`src/rtl/elevator_scheduler.sv`:
```
// rtl/elevator_scheduler.sv - SCAN-ordered call scheduler for a 4-floor elevator
module elevator_scheduler #(
    parameter int DOOR_TICKS = 4
) (
    input  logic       clk,
    input  logic       rst,
    input  logic       tick,
    input  logic       stop,
    input  logic [3:0] call_req,
    input  logic [1:0] floor,
    output logic [1:0] target,
    output logic       target_valid,
    output logic       dir_up,
    output logic       door_open,
    output logic [3:0] pending,
    output logic [3:0] served_count
);

    typedef enum logic [1:0] {S_IDLE, S_MOVE, S_DOOR, S_HOLD} state_t;

    state_t     r_state;
    logic [3:0] r_pending;
    logic [1:0] r_target;
    logic       r_target_valid;
    logic       r_dir_up;
    logic       r_door_open;
    logic [3:0] r_served;
    logic [3:0] r_timer;

    logic       w_up_found;
    logic [1:0] w_up_tgt;
    logic       w_dn_found;
    logic [1:0] w_dn_tgt;
    logic       w_fwd_found;
    logic [1:0] w_fwd_tgt;
    logic       w_rev_found;
    logic [1:0] w_rev_tgt;
    logic [3:0] w_latch;
    logic [3:0] w_floor_mask;

    // Nearest pending floor strictly above / below the car.
    always_comb begin
        w_up_found = 1'b0;
        w_up_tgt   = floor;
        w_dn_found = 1'b0;
        w_dn_tgt   = floor;
        for (int i = 3; i >= 0; i--) begin
            if (i > int'(floor) && r_pending[i]) begin
                w_up_found = 1'b1;
                w_up_tgt   = 2'(i);
            end
        end
        for (int i = 0; i < 4; i++) begin
            if (i < int'(floor) && r_pending[i]) begin
                w_dn_found = 1'b1;
                w_dn_tgt   = 2'(i);
            end
        end
    end

    assign w_fwd_found  = r_dir_up ? w_up_found : w_dn_found;
    assign w_fwd_tgt    = r_dir_up ? w_up_tgt   : w_dn_tgt;
    assign w_rev_found  = r_dir_up ? w_dn_found : w_up_found;
    assign w_rev_tgt    = r_dir_up ? w_dn_tgt   : w_up_tgt;
    assign w_latch      = r_pending | call_req;
    assign w_floor_mask = 4'd1 << floor;

    // Later non-blocking writes to r_pending override the plain latch, so clear wins.
    always_ff @(posedge clk) begin
        if (!rst) begin
            r_state        <= S_IDLE;
            r_pending      <= 4'h0;
            r_target       <= 2'd0;
            r_target_valid <= 1'b0;
            r_dir_up       <= 1'b1;
            r_door_open    <= 1'b0;
            r_served       <= 4'h0;
            r_timer        <= 4'h0;
        end else begin
            r_pending <= w_latch;
            if (stop) begin
                r_state        <= S_HOLD;
                r_target_valid <= 1'b0;
                r_door_open    <= 1'b0;
                r_timer        <= 4'h0;
            end else begin
                case (r_state)
                    S_IDLE: begin
                        if (r_pending[floor]) begin
                            r_state        <= S_DOOR;
                            r_pending      <= w_latch & ~w_floor_mask;
                            r_served       <= r_served + 4'd1;
                            r_door_open    <= 1'b1;
                            r_target_valid <= 1'b0;
                            r_timer        <= 4'h0;
                        end else if (w_fwd_found) begin
                            r_state        <= S_MOVE;
                            r_target       <= w_fwd_tgt;
                            r_target_valid <= 1'b1;
                        end else if (w_rev_found) begin
                            r_state        <= S_MOVE;
                            r_dir_up       <= ~r_dir_up;
                            r_target       <= w_rev_tgt;
                            r_target_valid <= 1'b1;
                        end
                    end
                    S_MOVE: begin
                        if (floor == r_target) begin
                            r_state        <= S_DOOR;
                            r_pending      <= w_latch & ~w_floor_mask;
                            r_served       <= r_served + 4'd1;
                            r_door_open    <= 1'b1;
                            r_target_valid <= 1'b0;
                            r_timer        <= 4'h0;
                        end else if (w_fwd_found) begin
                            r_target <= w_fwd_tgt;
                        end
                    end
                    S_DOOR: begin
                        if (tick) begin
                            if (r_timer == 4'(DOOR_TICKS - 1)) begin
                                r_state     <= S_IDLE;
                                r_door_open <= 1'b0;
                                r_timer     <= 4'h0;
                            end else begin
                                r_timer <= r_timer + 4'd1;
                            end
                        end
                    end
                    S_HOLD: begin
                        r_state <= S_IDLE;
                    end
                    default: begin
                        r_state <= S_IDLE;
                    end
                endcase
            end
        end
    end

    assign target       = r_target;
    assign target_valid = r_target_valid;
    assign dir_up       = r_dir_up;
    assign door_open    = r_door_open;
    assign pending      = r_pending;
    assign served_count = r_served;

endmodule
```
`config.mk`:
```
export PLATFORM = sky130hd
export DESIGN_NAME = elevator_scheduler
export DESIGN_NICKNAME = d
export VERILOG_FILES = /design/src/rtl/elevator_scheduler.sv
export SDC_FILE = /design/constraint.sdc
export NUM_CORES = 1
export LEC_CHECK = 0
export BUFFER_PORTS_ARGS = -buffer_cell sky130_fd_sc_hd__buf_2
export CORE_MARGIN = 2
export CORE_UTILIZATION = 55
export CTS_CLUSTER_SIZE = 28
export DETAILED_ROUTE_END_ITERATION = 8
export PLACE_DENSITY = 0.75
export REMOVE_ABC_BUFFERS = 1
export SLEW_MARGIN = 25
export SYNTH_ARGS = -nofsm -noshare
export SYNTH_HDL_FRONTEND = slang
export SYNTH_SLANG_ARGS = --single-unit
```
`constraint.sdc`:
```
create_clock -name clk -period 2.3 [get_ports clk]
set_input_delay 0.46 -clock clk [delete_from_list [all_inputs] [get_ports clk]]
set_output_delay 0.46 -clock clk [all_outputs]
set_load 0.005 [all_outputs]
```
==> impl_results.md <==
* Setup TNS at 0 ns
* Final Cycle Share at 0.776
* Number of distinct library cells after synthesis at 62
* DPL Wire Length at 2160 um
* RSZ-0062 raised after global routing: no
* Startpoint Class: register
* Initial antenna violation count at 0
* Die W at 52.4 um
* Number of I/O port buffers at 22
* Clk slew on worst S/H paths at 0.12 ns
* Power Density at 563 nW/um2
* Core ar. at 2210 um2
* Int Pwr at 522 uW
* Worst Path Arrival at 1.99 ns
* Fmax at 560 MHz
* EDFF count, synth at 0
* Synth Instances at 156
* Initial drt markers at 19
* Critical-path top delay cell: dfxtp_1
* Worst clock skew at 0.00446 ns
* Area growth from synthesis to layout at 10.5%
* CP required at 2.50 ns
* Leakage power at 0.577 nW
* I/O pin count at 23
* Initial Utilization at 0.583
* Max-slew violations at 0
* Synth Register Bits at 19
* Residual DRC at 0
* Worst VDD drop at 465 uV
* Clock Path Buffers at 2
* Clock power share at 0.223
* Reported net switching power at 280 uW
* Gr ovfl total at 0
* Height of the die at 52.4 um
* Setup Buffers After CTS at 0
* Vias per cell at 6.04
* GP Congestion at 0.859
* Post-CTS Hold Buffers at 0
* Utilization after layout at 0.644
* Comb power frac at 0.297
* Worst setup EP type: register
* Cts repair resizes at 0
* TritonRoute pass-1 iters at 4
* Vias in the first global route at 1105
* Synth warn at 0
* Max stage delay on crit path at 0.59 ns
* CP cell instances: nand2_1, a2111oi_0, a31oi_1, o221ai_1, mux2i_1
* Tightest Hold Check Type: input pin to register
* GRT Total Usage at 0.240
* Post-Syn Area at 1290 um2
* Synth top area share at 0.295
* Min cycle time layout at 1.79 ns
* Crit path max fanout at 12
* Relative slew slack at 0.725
* Max-capacitance violation count at 0
* Layout cells sized above 1 at 0.239
* # nets final at 189
* CTS Buf Count at 3
* Clk Latency, worst-skew pair at 0.31 ns
* Row Count at 17
* Setup CP Type: register to register
* CTS sink cnt at 19
* WL/cell at 14.2 um
* Sw frac at 0.349
* Number of setup violations in the final report at 0
* Drt total wl at 2910 um
* Hold Vio Cnt, Final at 0
* # diodes at 0
* Outcome: finished, final reports clean
* Largest net degree at the start of global routing at 16
* Design Power at 802 uW
* Worst Max-Slew Pin Slew at 0.412 ns
* First-pass GRT wire length at 4920 um
* Root buf cell: clkbuf_4
* Die area at 2750 um2
* Cell taking the most area after synthesis: dfxtp_1
* Sequential area share after synthesis at 0.295
* Vias at 1232
* Top FF cell, synth: dfxtp_1
* Final ANT Viol Nets at 0
* Synth cell count leaders: dfxtp_1, nor2_1, a21oi_1, nand2_1, o21ai_0
* Synth top area cells: dfxtp_1, nor2_1, a21oi_1, nand2_1, o21ai_0
* Post-synth ARST share at 0
* Syn_area_per_cell at 8.27 um2
* Sequential Power Share at 0.480
* CTS tree: yes
* H-tree depth at 1
-- registers in the layout, summed over array words and instances, names as in the netlist --
signal,flops
pending,4
dir_up,1
r_timer,4
r_state,2
target_valid,1
target,2
served_count,4
door_open,1
-- cell type report --
class                   count  area, um2
fillers                   206        787
inverters                   6       22.5
multi-input cells         124        842
clock buffers               3       22.5
well taps                  28       35.0
flip-flops and latches     19        380
clock inverters             1       5.00
repair buffers             23        118
-- worst paths after layout --
path	from	to	slack (ns)	depth (start not counted)
max	r_state[0]	target[0]	0.51	5
min	call_req[0]	pending[0]	0.39	3
max reg2reg	r_state[0]	target[0]	0.51	5
min reg2reg	door_open	door_open	0.49	2
-- stage by stage --
| step | area [um2] | hold WS [ns] | setup WS [ns] | instances |
|---|---|---|---|---|
| 3_3_place_gp | 1400 | 0.469 | 0.261 | 200 |
| 6_report | 1430 | 0.394 | 0.515 | 204 |
| 3_5_place_dp | 1400 | 0.471 | 0.225 | 200 |
| 5_1_grt | 1430 | 0.392 | 0.326 | 204 |
| 4_1_cts | 1430 | 0.388 | 0.540 | 204 |
| 2_1_floorplan | 1240 | 0.449 | 0.588 | 149 |
-- per-layer routing --
metal	global-route usage	vias to the layer above	wire [um]
met3	0.0457	5	176
li1	-	616	-
met1	0.330	575	1370
met2	0.373	36	1320
met4	0.0855	0	42
met5	0	-	0
-- power groups by stage --
stage	logic (mW)	registers [mW]	clock network, mW
final	0.238	0.385	0.179
after global routing	0.264	0.389	0.206
after CTS	0.237	0.384	0.184
after detailed placement	0.236	0.391	0
after global placement	0.230	0.391	0
after floorplan	0.170	0.385	0
-- layout by cell type, fill, tap and decap left out, types with 2 or more instances in the layout --
cell / instances
dfxtp_1: 19
clkbuf_4: 3
nand2_1: 13
nor2_1: 19
buf_2: 22
xor2_1: 2
nand3_1: 3
xnor2_1: 3
nand3b_1: 2
o22ai_1: 2
and2b_1: 2
or2b_1: 2
o21ai_0: 8
mux2i_1: 2
o21ai_1: 2
a21oi_1: 13
nor3_1: 3
inv_1: 6
ha_1: 2
a31oi_1: 5
nand2b_1: 2
-- logic make-up (layout without fill, tap and decap cells) --
logic type | count (synthesis) | in the layout | synth area share
xor gates and xnor gates | 5 | 5 | 0.0340
muxes | 4 | 4 | 0.0417
buffers and inverters | 13 | 33 | 0.0524
DFF | 19 | 19 | 0.295
adders and majority gates | 2 | 2 | 0.0194
AOI/OAI and AO/OA | 54 | 54 | 0.316
and+or+nand+nor | 59 | 59 | 0.242
-- worst max-delay path: cells and delay by family, from the launching register on --
| family | cells | cell delay [ns] |
|---|---|---|
| AOI/OAI and AO/OA | 3 | 0.73 |
| DFF | 1 | 0.59 |
| muxes | 1 | 0.10 |
| and+or+nand+nor | 1 | 0.26 |
Power figures use the tool's default switching activity.
